File: config.mk
export PLATFORM = sky130hd
export DESIGN_NAME = counter_preset_seq_flat
export DESIGN_NICKNAME = d
export VERILOG_FILES = /design/src/rtl/counter_preset_seq_if.sv /design/src/rtl/counter_preset_seq.sv /design/src/flat_wrapper.sv
export SDC_FILE = /design/constraint.sdc
export NUM_CORES = 1
export LEC_CHECK = 0
export ABC_AREA = 0
export CORE_AREA = 5 5 57 59
export CTS_CLUSTER_DIAMETER = 30
export DETAILED_ROUTE_END_ITERATION = 16
export DIE_AREA = 0 0 62 64
export GPL_ROUTABILITY_DRIVEN = 0
export PLACE_DENSITY = 0.68
export SYNTH_ARGS = -nofsm -noshare
export SYNTH_HDL_FRONTEND = slang
export SYNTH_SLANG_ARGS = --single-unit
File: constraint.sdc
create_clock -name clk -period 2.1 [get_ports clk]
set_input_delay 0.42 -clock clk [delete_from_list [all_inputs] [get_ports clk]]
set_output_delay 0.42 -clock clk [all_outputs]
set_load 0.005 [all_outputs]
File: src/rtl/counter_preset_seq_if.sv
// Command channel for the preset/count sequencer.
// Master offers a command, slave raises ready when idle.
interface counter_preset_seq_if #(
  parameter int TICK_W = 8
);
  logic              cmd_valid;
  logic              cmd_ready;
  logic [3:0]        cmd_preset;
  logic [TICK_W-1:0] cmd_ticks;

  modport master (
    output cmd_valid,
    output cmd_preset,
    output cmd_ticks,
    input  cmd_ready
  );

  modport slave (
    input  cmd_valid,
    input  cmd_preset,
    input  cmd_ticks,
    output cmd_ready
  );
endinterface

File: src/rtl/counter_preset_seq.sv
// Sequencer that loads a 4-bit counter, then issues a
// run of count enables, and tallies carry-outs seen.
module counter_preset_seq #(
  parameter int TICK_W = 8
) (
  input  logic       clk,
  input  logic       clear,
  counter_preset_seq_if.slave cmd,
  input  logic       abort,
  input  logic       c_in,
  output logic [3:0] data_in,
  output logic       load,
  output logic       count,
  output logic       done,
  output logic [3:0] wraps
);

  typedef enum logic [1:0] {
    IDLE = 2'd0,
    LOAD = 2'd1,
    RUN  = 2'd2,
    DONE = 2'd3
  } state_t;

  state_t            state_q;
  state_t            state_d;
  logic [3:0]        preset_q;
  logic [TICK_W-1:0] remaining_q;
  logic [3:0]        acc_q;
  logic [3:0]        acc_d;
  logic [3:0]        wraps_q;
  logic              accept;
  logic              last_tick;

  assign accept    = (state_q == IDLE) && cmd.cmd_valid;
  assign last_tick = (remaining_q == TICK_W'(1));

  // State register
  always_ff @(posedge clk or posedge clear) begin
    if (clear) state_q <= IDLE;
    else       state_q <= state_d;
  end

  // Next-state decode; abort only bites in LOAD and RUN
  always_comb begin
    state_d = state_q;
    unique case (state_q)
      IDLE: begin
        if (cmd.cmd_valid) state_d = LOAD;
      end
      LOAD: begin
        if (abort)
          state_d = IDLE;
        else if (remaining_q != '0)
          state_d = RUN;
        else
          state_d = DONE;
      end
      RUN: begin
        if (abort)          state_d = IDLE;
        else if (last_tick) state_d = DONE;
      end
      DONE: begin
        state_d = IDLE;
      end
      default: state_d = IDLE;
    endcase
  end

  // Carry tally for this command, saturating at 15
  always_comb begin
    acc_d = acc_q;
    if (state_q == RUN && c_in && acc_q != 4'hF)
      acc_d = acc_q + 4'd1;
  end

  // Command latch and tick down-counter
  always_ff @(posedge clk or posedge clear) begin
    if (clear) begin
      preset_q    <= '0;
      remaining_q <= '0;
    end else if (accept) begin
      preset_q    <= cmd.cmd_preset;
      remaining_q <= cmd.cmd_ticks;
    end else if (state_q == RUN) begin
      remaining_q <= remaining_q - TICK_W'(1);
    end
  end

  // Accumulator restarts on every accepted command
  always_ff @(posedge clk or posedge clear) begin
    if (clear)       acc_q <= '0;
    else if (accept) acc_q <= '0;
    else             acc_q <= acc_d;
  end

  // Publish the tally only when a command completes;
  // the final RUN cycle's carry is folded in via acc_d
  always_ff @(posedge clk or posedge clear) begin
    if (clear)
      wraps_q <= '0;
    else if (state_d == DONE && state_q != DONE)
      wraps_q <= acc_d;
  end

  // Moore outputs
  always_comb begin
    cmd.cmd_ready = 1'b0;
    load          = 1'b0;
    count         = 1'b0;
    done          = 1'b0;
    unique case (state_q)
      IDLE:    cmd.cmd_ready = 1'b1;
      LOAD:    load          = 1'b1;
      RUN:     count         = 1'b1;
      DONE:    done          = 1'b1;
      default: cmd.cmd_ready = 1'b1;
    endcase
  end

  assign data_in = preset_q;
  assign wraps   = wraps_q;

endmodule
File: src/flat_wrapper.sv
// flat-port wrapper written by rule: the top's interface ports become plain ports
module counter_preset_seq_flat 
#(
  parameter int TICK_W = 8
)
  (clk, clear, abort, c_in, data_in, load, count, done, wraps, cmd_cmd_valid, cmd_cmd_preset, cmd_cmd_ticks, cmd_cmd_ready);
  counter_preset_seq_if #(.TICK_W(TICK_W)) cmd_i ();
  input  logic clk;
  input  logic clear;
  input  logic abort;
  input  logic c_in;
  output logic [3:0] data_in;
  output logic load;
  output logic count;
  output logic done;
  output logic [3:0] wraps;
  input wire logic [$bits(cmd_i.cmd_valid)-1:0] cmd_cmd_valid;
  input wire logic [$bits(cmd_i.cmd_preset)-1:0] cmd_cmd_preset;
  input wire logic [$bits(cmd_i.cmd_ticks)-1:0] cmd_cmd_ticks;
  output wire logic [$bits(cmd_i.cmd_ready)-1:0] cmd_cmd_ready;
  assign cmd_i.cmd_valid = cmd_cmd_valid;
  assign cmd_i.cmd_preset = cmd_cmd_preset;
  assign cmd_i.cmd_ticks = cmd_cmd_ticks;
  assign cmd_cmd_ready = cmd_i.cmd_ready;
  counter_preset_seq #(.TICK_W(TICK_W)) u_core (.clk(clk), .clear(clear), .cmd(cmd_i), .abort(abort), .c_in(c_in), .data_in(data_in), .load(load), .count(count), .done(done), .wraps(wraps));
endmodule
==> metrics.txt <==
grt total ovfl 0; CP Class flip-flop to primary output; final net count 156; delay-heaviest family, CP buffers and inverters; Max-cap violations 0; post-detail-place hpwl 1710 um; FF-to-FF Start u_core.remaining_q[3]; Buf/Inv on CP 1; Crit-path slowest cell clkdlybuf4s50_1; leading area contributor after synthesis dfrtp_1; Inserted Clock Buffers 3; Final ANT Viol Nets 0; CP startpoint u_core.state_q[1]; postcts setup bufs 1; Area after DPL 1440 sq um; mean post-synth cell area 11.1 sq um; Worst VDD drop 591 uV; setup TNS 0 ps; status complete, no violations; insertion delay to the later sink of the worst-skew pair 310 ps; routed len/inst 13.9 um; Cells after Synth 104; max_slew headroom 73.3%; final wirelength 2300 um; CP Data Arrival Time 1540 ps; fillers 250; Final Hold Fails 0; clk slew on worst S/H paths 120 ps; number of synthesis warnings 0; Final Critical Period 1960 ps; Worst-Margin Slew 400 ps; top area cells in the synthesized netlist dfrtp_1 (48%), xor2_1 (4.6%), ha_1 (4.3%), o21ai_0 (3.0%), nand2_1 (2.9%); initial antenna violation count 0; placed insts 160; H-tree depth 1; hold buffers post-CTS 0; CP peak stage delay 500 ps; Max clock buf depth 2; CTS root buffer clkbuf_4; predominant post-synthesis flop cell dfrtp_1; Design Area, Final 1490 sq um; P&R area growth vs syn 28.7%; first-pass GRT wire length 3880 um; via count 857; non-filler cells, final 165; achievable frequency 509 MHz; RSZ-0062 raised after global routing no; detailed-route DRC error count 0; number of diodes 0; Critical Path Sink Type primary output; Die Y-Extent 64 um; Post-Syn Nets 125; Vias per Instance 5.19; vias in the first global route 858; Worst Skew 3.90 ps; Clock Sinks 22; Std-Cell Core Area 2660 sq um; final setup vio count 0; top post-synthesis cells by count dfrtp_1 (22), nand2_1 (9), nor2_1 (8); PwrDens 811 nW/um^2; startpoint types flip-flop; Final Cycle Share 93.5%; largest net degree at the start of global routing 24; share of Yosys cell area claimed by the top area cell type 47.7%; worst-path maximum fanout 5; gr usage total 13.1%; most frequent cell after synthesis dfrtp_1; I/O Pins 29; Hold WC Path Type primary input to asynchronous set/reset pin; layout cells sized above 1 15.7%; Final Max Tran Viols 0; flops & latches, synth 22; CTS tree built; synthesized area 1150 sq um; starting DRC count in detailed routing 31; crit path cell chain and2b_4 > clkdlybuf4s50_1; static leakage 0.000661 uW; sequential area share after synthesis 47.7%; PortBufs 28; library cells used by synthesis 35; post_cts resized 0; Worst Path Required 1680 ps; die width 62 um; drt first pass iters 4; Post-synth EDFFs 0; ys async rst share 100%; row count 19; Initial Util 43.4%; Die ar. 3970 sq um
logic make-up after synthesis:
| family | after synthesis | share of synthesized area, % |
|---|---|---|
| simple gates | 40 | 19.6 |
| xor+xnor | 6 | 4.55 |
| mux | 8 | 8.34 |
| buf+inv | 7 | 4.33 |
| flops | 22 | 47.7 |
| fa+ha+maj | 4 | 4.33 |
| compound gates | 17 | 11.2 |
registers in the layout (all words and copies together) (netlist names):
| register | cells |
|---|---|
| u_core.remaining_q | 8 |
| u_core.wraps | 4 |
| u_core.state_q | 2 |
| u_core.data_in | 4 |
| u_core.acc_q | 4 |
area by class of cell:
type	instances	area, sq um	area share (%)
inverter	3	11.3	0.758
multi-input combinational	75	554	37.3
clock buffer	4	36.3	2.44
sequential	22	551	37.0
tap	31	38.8	2.61
timing repair buffer	30	295	19.9
per-layer routing:
metal / wire (um) / global-route usage [%]
met5: 0 / 0
met2: 1020 / 18.0
met3: 152 / 3.22
met4: 50 / 6.37
met1: 1080 / 18.9
power by group:
| part | switching [uW] | leakage, uW | internal (uW) |
|---|---|---|---|
| Combinational | 167 | 0.000359 | 209 |
| Sequential | 84.1 | 0.000280 | 508 |
| Clock | 131 | 0.0000210 | 106 |
stage by stage:
stage	utilization [%]	hold WS [ps]	setup WS, ps	power [uW]
after CTS	55.8	228	120	1220
after global placement	54.2	472	327	967
after detailed placement	54.2	478	283	978
after floorplan	-	409	628	835
after global routing	55.8	228	80.4	1290
final	55.8	234	135	1200
worst paths after layout:
check / slack [ps] / endpoint / cells past startpoint
max in group asynchronous: 1420 / u_core.remaining_q[0] / 3
max: 140 / load / 2
min: 230 / u_core.data_in[2] / 2
min reg2reg: 510 / u_core.data_in[0] / 1
max reg2reg: 440 / u_core.wraps[2] / 4
min in group clk: 510 / u_core.data_in[0] / 1
cells in the final DEF, fill, tap and decap left out, drive strengths merged:
master         instances
and2                   2
clkbuf                 4
o31ai                  2
o21ba                  1
o21ai                  7
nand3                  6
and4                   1
a211oi                 1
and3                   1
a31oi                  2
a22oi                  1
ha                     4
clkdlybuf4s50         28
or2                    1
a21boi                 1
mux2i                  1
inv                    3
nor4                   1
xor2                   6
buf                    2
and2b                  1
a221o                  2
nor3b                  1
nor3                   2
nor2                  10
nand2b                 1
mux2                   7
nor2b                  4
nand2                  9
dfrtp                 22
worst register-to-register path, delay by kind of cell, from the launching register on:
family	cells	cell delay [ps]
AND/OR/NAND/NOR	3	760
multiplexers	1	350
flip-flops	1	450
No activity file was read; power rests on OpenSTA's default activity.
